==> config.mk <==
export PLATFORM = sky130hd
export DESIGN_NAME = xip_bus_arbiter
export DESIGN_NICKNAME = d
export VERILOG_FILES = /design/src/rtl/xip_arb_pkg.sv /design/src/rtl/xip_rr_arb2.sv /design/src/rtl/xip_bus_arbiter.sv
export SDC_FILE = /design/constraint.sdc
export NUM_CORES = 1
export LEC_CHECK = 0
export BUFFER_PORTS_ARGS = -buffer_cell sky130_fd_sc_hd__buf_4
export CORE_AREA = 2 2 124 126
export DETAILED_ROUTE_END_ITERATION = 10
export DIE_AREA = 0 0 126 128
export GPL_TIMING_DRIVEN = 1
export SYNTH_ARGS = -nofsm -noshare
export SYNTH_HDL_FRONTEND = slang
export SYNTH_SLANG_ARGS = --single-unit
==> constraint.sdc <==
create_clock -name clk_i -period 1.7 [get_ports clk_i]
set_input_delay 0.17 -clock clk_i [delete_from_list [all_inputs] [get_ports clk_i]]
set_output_delay 0.17 -clock clk_i [all_outputs]
set_load 0.05 [all_outputs]
==> src/rtl/xip_arb_pkg.sv <==
// Shared types for the XIP flash bus arbiter: FSM state encoding and master indices.
package xip_arb_pkg;

    typedef enum logic [1:0] {
        S_IDLE = 2'd0,
        S_REQ  = 2'd1,
        S_WAIT = 2'd2
    } arb_state_e;

    localparam logic MST_IBUS = 1'b0;
    localparam logic MST_DBUS = 1'b1;

endpackage

==> src/rtl/xip_rr_arb2.sv <==
// Combinational two-way round-robin pick: a lone requester wins, a tie goes to prio.
module xip_rr_arb2 (
    input  logic [1:0] req,
    input  logic       prio,
    output logic       winner,
    output logic       any_req
);

    assign any_req = |req;
    assign winner  = (&req) ? prio : req[1];

endmodule

==> src/rtl/xip_bus_arbiter.sv <==
// Shares the single-outstanding XIP flash OBI port between ibus (master 0) and dbus (master 1),
// holding the selection until grant and steering the response back to the owner.
module xip_bus_arbiter
    import xip_arb_pkg::*;
(
    input  logic        clk_i,
    input  logic        rst_ni,
    input  logic        m0_req_i,
    input  logic        m0_we_i,
    input  logic [3:0]  m0_be_i,
    input  logic [31:0] m0_addr_i,
    input  logic [31:0] m0_data_i,
    output logic        m0_gnt_o,
    output logic        m0_rvalid_o,
    output logic [31:0] m0_data_o,
    input  logic        m1_req_i,
    input  logic        m1_we_i,
    input  logic [3:0]  m1_be_i,
    input  logic [31:0] m1_addr_i,
    input  logic [31:0] m1_data_i,
    output logic        m1_gnt_o,
    output logic        m1_rvalid_o,
    output logic [31:0] m1_data_o,
    output logic        s_req_o,
    output logic        s_we_o,
    output logic [3:0]  s_be_o,
    output logic [31:0] s_addr_o,
    output logic [31:0] s_data_o,
    input  logic        s_gnt_i,
    input  logic        s_rvalid_i,
    input  logic [31:0] s_data_i
);

    // Handshake: a master's request is accepted in the cycle its gnt is high; its response is
    // the single cycle its rvalid is high. Only one transaction is ever outstanding downstream.

    arb_state_e state_q, state_d;
    logic       sel_q, sel_d;
    logic       owner_q, owner_d;
    logic       prio_q, prio_d;

    logic [1:0] req_vec;
    logic       rr_winner;
    logic       rr_any;
    logic       fwd_valid;
    logic       fwd_idx;
    logic [1:0] gnt;
    logic [1:0] rvalid;

    assign req_vec = {m1_req_i, m0_req_i};

    xip_rr_arb2 u_rr_arb2 (
        .req     (req_vec),
        .prio    (prio_q),
        .winner  (rr_winner),
        .any_req (rr_any)
    );

    always_ff @(posedge clk_i) begin
        if (!rst_ni) begin
            state_q <= S_IDLE;
            sel_q   <= MST_IBUS;
            owner_q <= MST_IBUS;
            prio_q  <= MST_IBUS;
        end else begin
            state_q <= state_d;
            sel_q   <= sel_d;
            owner_q <= owner_d;
            prio_q  <= prio_d;
        end
    end

    always_comb begin
        state_d   = state_q;
        sel_d     = sel_q;
        owner_d   = owner_q;
        prio_d    = prio_q;
        fwd_valid = 1'b0;
        fwd_idx   = sel_q;
        gnt       = 2'b00;
        rvalid    = 2'b00;

        case (state_q)
            S_IDLE: begin
                if (rr_any) begin
                    fwd_valid = 1'b1;
                    fwd_idx   = rr_winner;
                    if (s_gnt_i) begin
                        gnt[rr_winner] = 1'b1;
                        owner_d        = rr_winner;
                        prio_d         = ~rr_winner;
                        state_d        = S_WAIT;
                    end else begin
                        sel_d   = rr_winner;
                        state_d = S_REQ;
                    end
                end
            end
            S_REQ: begin
                // Selection is frozen here; a withdrawn request abandons the attempt.
                if (req_vec[sel_q]) begin
                    fwd_valid = 1'b1;
                    if (s_gnt_i) begin
                        gnt[sel_q] = 1'b1;
                        owner_d    = sel_q;
                        prio_d     = ~sel_q;
                        state_d    = S_WAIT;
                    end
                end else begin
                    state_d = S_IDLE;
                end
            end
            S_WAIT: begin
                if (s_rvalid_i) begin
                    rvalid[owner_q] = 1'b1;
                    state_d         = S_IDLE;
                end
            end
            default: state_d = S_IDLE;
        endcase

        if (!rst_ni) begin
            fwd_valid = 1'b0;
            gnt       = 2'b00;
            rvalid    = 2'b00;
        end
    end

    assign s_req_o  = fwd_valid;
    assign s_we_o   = fwd_valid & (fwd_idx ? m1_we_i : m0_we_i);
    assign s_be_o   = fwd_valid ? (fwd_idx ? m1_be_i : m0_be_i) : 4'h0;
    assign s_addr_o = fwd_valid ? (fwd_idx ? m1_addr_i : m0_addr_i) : 32'h0;
    assign s_data_o = fwd_valid ? (fwd_idx ? m1_data_i : m0_data_i) : 32'h0;

    assign m0_gnt_o    = gnt[MST_IBUS];
    assign m1_gnt_o    = gnt[MST_DBUS];
    assign m0_rvalid_o = rvalid[MST_IBUS];
    assign m1_rvalid_o = rvalid[MST_DBUS];
    assign m0_data_o   = rst_ni ? s_data_i : 32'h0;
    assign m1_data_o   = rst_ni ? s_data_i : 32'h0;

endmodule

==> parameters.txt <==
Parameter                              Value

Routing
  Detailed router's first-iteration violation count    81
  Mean number of vias per cell    4.12
  Drt first pass iters    4
  WL/cell    14.6 microns
  Remaining number of nets flagged by the antenna check after routing    0
  Count of vias placed by the detailed router    3452
  Residual DRC count    0
  Drt total wl    12.2 mm

Setup path
  Required time of the worst setup path    1.53 ns
  Top fanout value on the critical path    8
  Classification of the worst setup path    register to primary output
  Depth of the worst register-to-register path    7
  Crit path DAT    1.96 ns
  Top cell family by delay on the critical path    buffers and inverters
  Crit path buf inv count    3
  Critical path capture point type    primary output
  Reg-to-reg critical path startpoint    state_q[0]
  Standard cell with the maximum stage delay on the critical path    or3b_4
  CP peak stage delay    0.41 ns
  Critical path startpoint category    register
  Cell mode on critical path    buf_12
  Worst setup slack for register-to-register paths    0.16 ns
  Critical-path cell list    or3b_4, a32oi_4, buf_12, buf_12, nand2_4, a21oi_4, buf_6
  Worst R2R End    owner_q

Placed design
  Post-placement cell count    821
  Global placer's final weighted congestion    0.769
  HPWL Detailed    9.24 mm
  Buffers added on ports    313

Cells and area
  Inserted Diodes    0
  Core utilization of the finished layout    41.9%
  Final-layout fill cell count    1463
  Commonest cells after routing, fill and taps aside    buf_4 (264), nand2_1 (72), buf_6 (70)
  Most common cell after layout, fill and taps aside    buf_4
  Final layout net count    826
  Post-Layout Cell Count    837
  Fraction of layout cells with a size suffix above 1    80.0%
  P&R area growth vs syn    252%

Flow run
  Maximum Capacitance Violations    0

Power and ir drop
  Relative contribution of sequential cells to total power    3.9%
  Cell internal power dissipation    1.65 mW
  PnR Total Power    3.41 mW
  Leakage dissipation    2.86 nW
  Switching power as a share of total power    51.6%
  Gate power share    84.5%
  Power per Cell Area    548 nW/um^2
  Switching pwr    1.76 mW
  Power share of the clock group    11.6%
  Maximum vdd ir drop    424 uV

STA
  Min cycle time layout    2.13 ns
  Number of setup violations in the final report    70
  Relative slew slack    79.6%
  Worst setup margin    -0.425 ns
  Setup clock skew after layout    0.00210 ns
  Final max-slew violation count    0
  RSZ-0062 raised after global routing    true
  Sum of negative setup slack    -26.79 ns
  Maximum frequency from static timing analysis    471 MHz
  Hold slack final    0.153 ns
  Ratio of final minimum period to clock period    125%
  Worst Tran Pin Value    0.306 ns
  Final Hold Vio Count    0

Floorplanning
  Core Region    14900 sq um
  Die area    16100 sq um
  Total number of placement rows    45
  Horizontal die dimension    126 microns
  Starting density of the core    11.9%
  Number of top-level pins    314
  Die outline height    128 microns

Yosys
  Part of the Yosys area used for sequential elements    5.65%
  Synthesized instance count    340
  Area fraction in and, or, nand and nor cells after synthesis    45.6%
  Dominant combinational cell family by area after synthesis    simple AND/OR/NAND/NOR gates
  Unique masters post-synth    29
  Post-synth net total    516
  Mapped cell area    1770 sq um
  Register bit total from synthesis    5
  Top-area cell type share of the netlist area    30.1%
  Synth Area per Inst    5.21 sq um
  Area share of fa/ha/maj cells after synthesis    0%
  Post-synthesis xor/xnor area fraction    0%
  Mux cell area share after synthesis    0.565%
  Yosys Warn Count    0
  Cell type with the highest aggregate area in the netlist    nand2_1
  Synthesized-area fraction occupied by ao, oa, aoi and oai cells    26.1%
  Top cells by area in the synthesized netlist    nand2_1 (30%), a21oi_1 (20%), buf_4 (14%)

GRT
  Via count of the first global-routing pass    3385
  Overall overflow remaining after global route    0
  Initial antenna violation count    0
  Total track usage    13.9%
  Largest net degree at the start of global routing    41
  Wire length of the first global-routing pass    18.2 mm

Clock network
  Clock tree from TritonCTS    done
  H-tree depth    1
  Clock buffers created by TritonCTS    3
  Clock Root Buffer    clkbuf_16
  Longest Clk Path Bufs    2
  CTS Hold Bufs    0
  Clock-pin slew reported for the worst setup and hold paths after clock tree synthesis    0.04 ns
  Clock latency reported for the late side of the worst-skew pair    0.23 ns
  TritonCTS Sinks    5

Hold path
  Worst hold stages    2
  Origin of the worst min-delay path    s_gnt_i
  Capture endpoint of the worst hold path    state_q[0]
  Worst hold-check path type    input port to register

Outcome
  Run status    complete, but fails checks
  Violations in the final reports    setup timing
==> logic make-up after synthesis <==
group	after synthesis
buf+inv	65
flops	5
mux	1
compound gates	82
simple gates	187
==> per-stage QoR <==
step	area (sq um)	setup slack [ns]
2_1_floorplan	2520	-0.420
6_report	6230	-0.425
3_3_place_gp	5190	-0.184
3_5_place_dp	5190	-0.200
4_1_cts	6090	-0.432
5_1_grt	6230	-0.510
==> final cells by class <==
| class | instances | area (sq um) | share of cell area [%] |
|---|---|---|---|
| sequential | 5 | 103 | 1.65 |
| clock buffer | 4 | 78.8 | 1.27 |
| inverter | 5 | 21.3 | 0.342 |
| tap | 188 | 235 | 3.78 |
| timing repair buffer | 365 | 3390 | 54.4 |
| multi-input combinational | 270 | 2400 | 38.6 |
==> repair_timing <==
item / 4_1_cts / 5_1_grt
pin swaps: 37 / 43
setup endpoints to repair: 71 / 71
resized for setup: 176 / 48
setup buffers: 10 / 2
gates cloned: 6 / 0
==> registers in the layout, indices dropped and copies added (netlist names) <==
signal	flops
owner_q	1
prio_q	1
sel_q	1
state_q	2
==> power by group through the flow <==
| stage | sequential [mW] | combinational (mW) | clock [mW] |
|---|---|---|---|
| final | 0.133 | 2.88 | 0.397 |
| after global routing | 0.134 | 3.02 | 0.413 |
| after CTS | 0.132 | 2.84 | 0.402 |
| after detailed placement | 0.134 | 2.43 | 0 |
| after global placement | 0.134 | 2.43 | 0 |
| after floorplan | 0.136 | 1.56 | 0 |
==> worst max path at each step <==
| stage | cells after the start | end | startpoint | slack (ns) |
|---|---|---|---|---|
| 2_1_floorplan | 2 | m0_rvalid_o | state_q[0] | -0.42 |
| 3_3_place_gp | 6 | s_data_o[6] | state_q[0] | -0.18 |
| 3_5_place_dp | 6 | s_addr_o[30] | state_q[0] | -0.20 |
| 4_1_cts | 8 | s_data_o[13] | state_q[1] | -0.43 |
| 5_1_grt | 8 | s_data_o[24] | state_q[0] | -0.51 |
| 6_report | 7 | s_be_o[2] | state_q[0] | -0.43 |
==> layer usage <==
metal	global-route usage, %	part of all wire, %	wire length [microns]
met1	16.9	39	4730
met2	25.7	54	6570
met3	3.01	6.7	814
met4	1.87	1.1	131
met5	0	0	0
==> cells in the mapped netlist <==
cell and instances:
nand2_1 142, a21oi_1 70, and2_1 33, buf_4 33
clkbuf_1 18, buf_2 7, dfxtp_1 5, inv_1 5
nor2_1 3, buf_6 2, nand2b_1 2, nor4_1 2
o2111a_1 2, a211oi_1 1, a21o_1 1, a221oi_1 1
a31o_2 1, a32o_1 1, a32oi_1 1, a32oi_2 1
and3_1 1, mux2i_1 1, nor2b_1 1, nor3_1 1
o211ai_1 1, o21ai_0 1, o221ai_1 1, or3_1 1
or3b_1 1
Note: power is estimated with default switching activity, not from simulation.
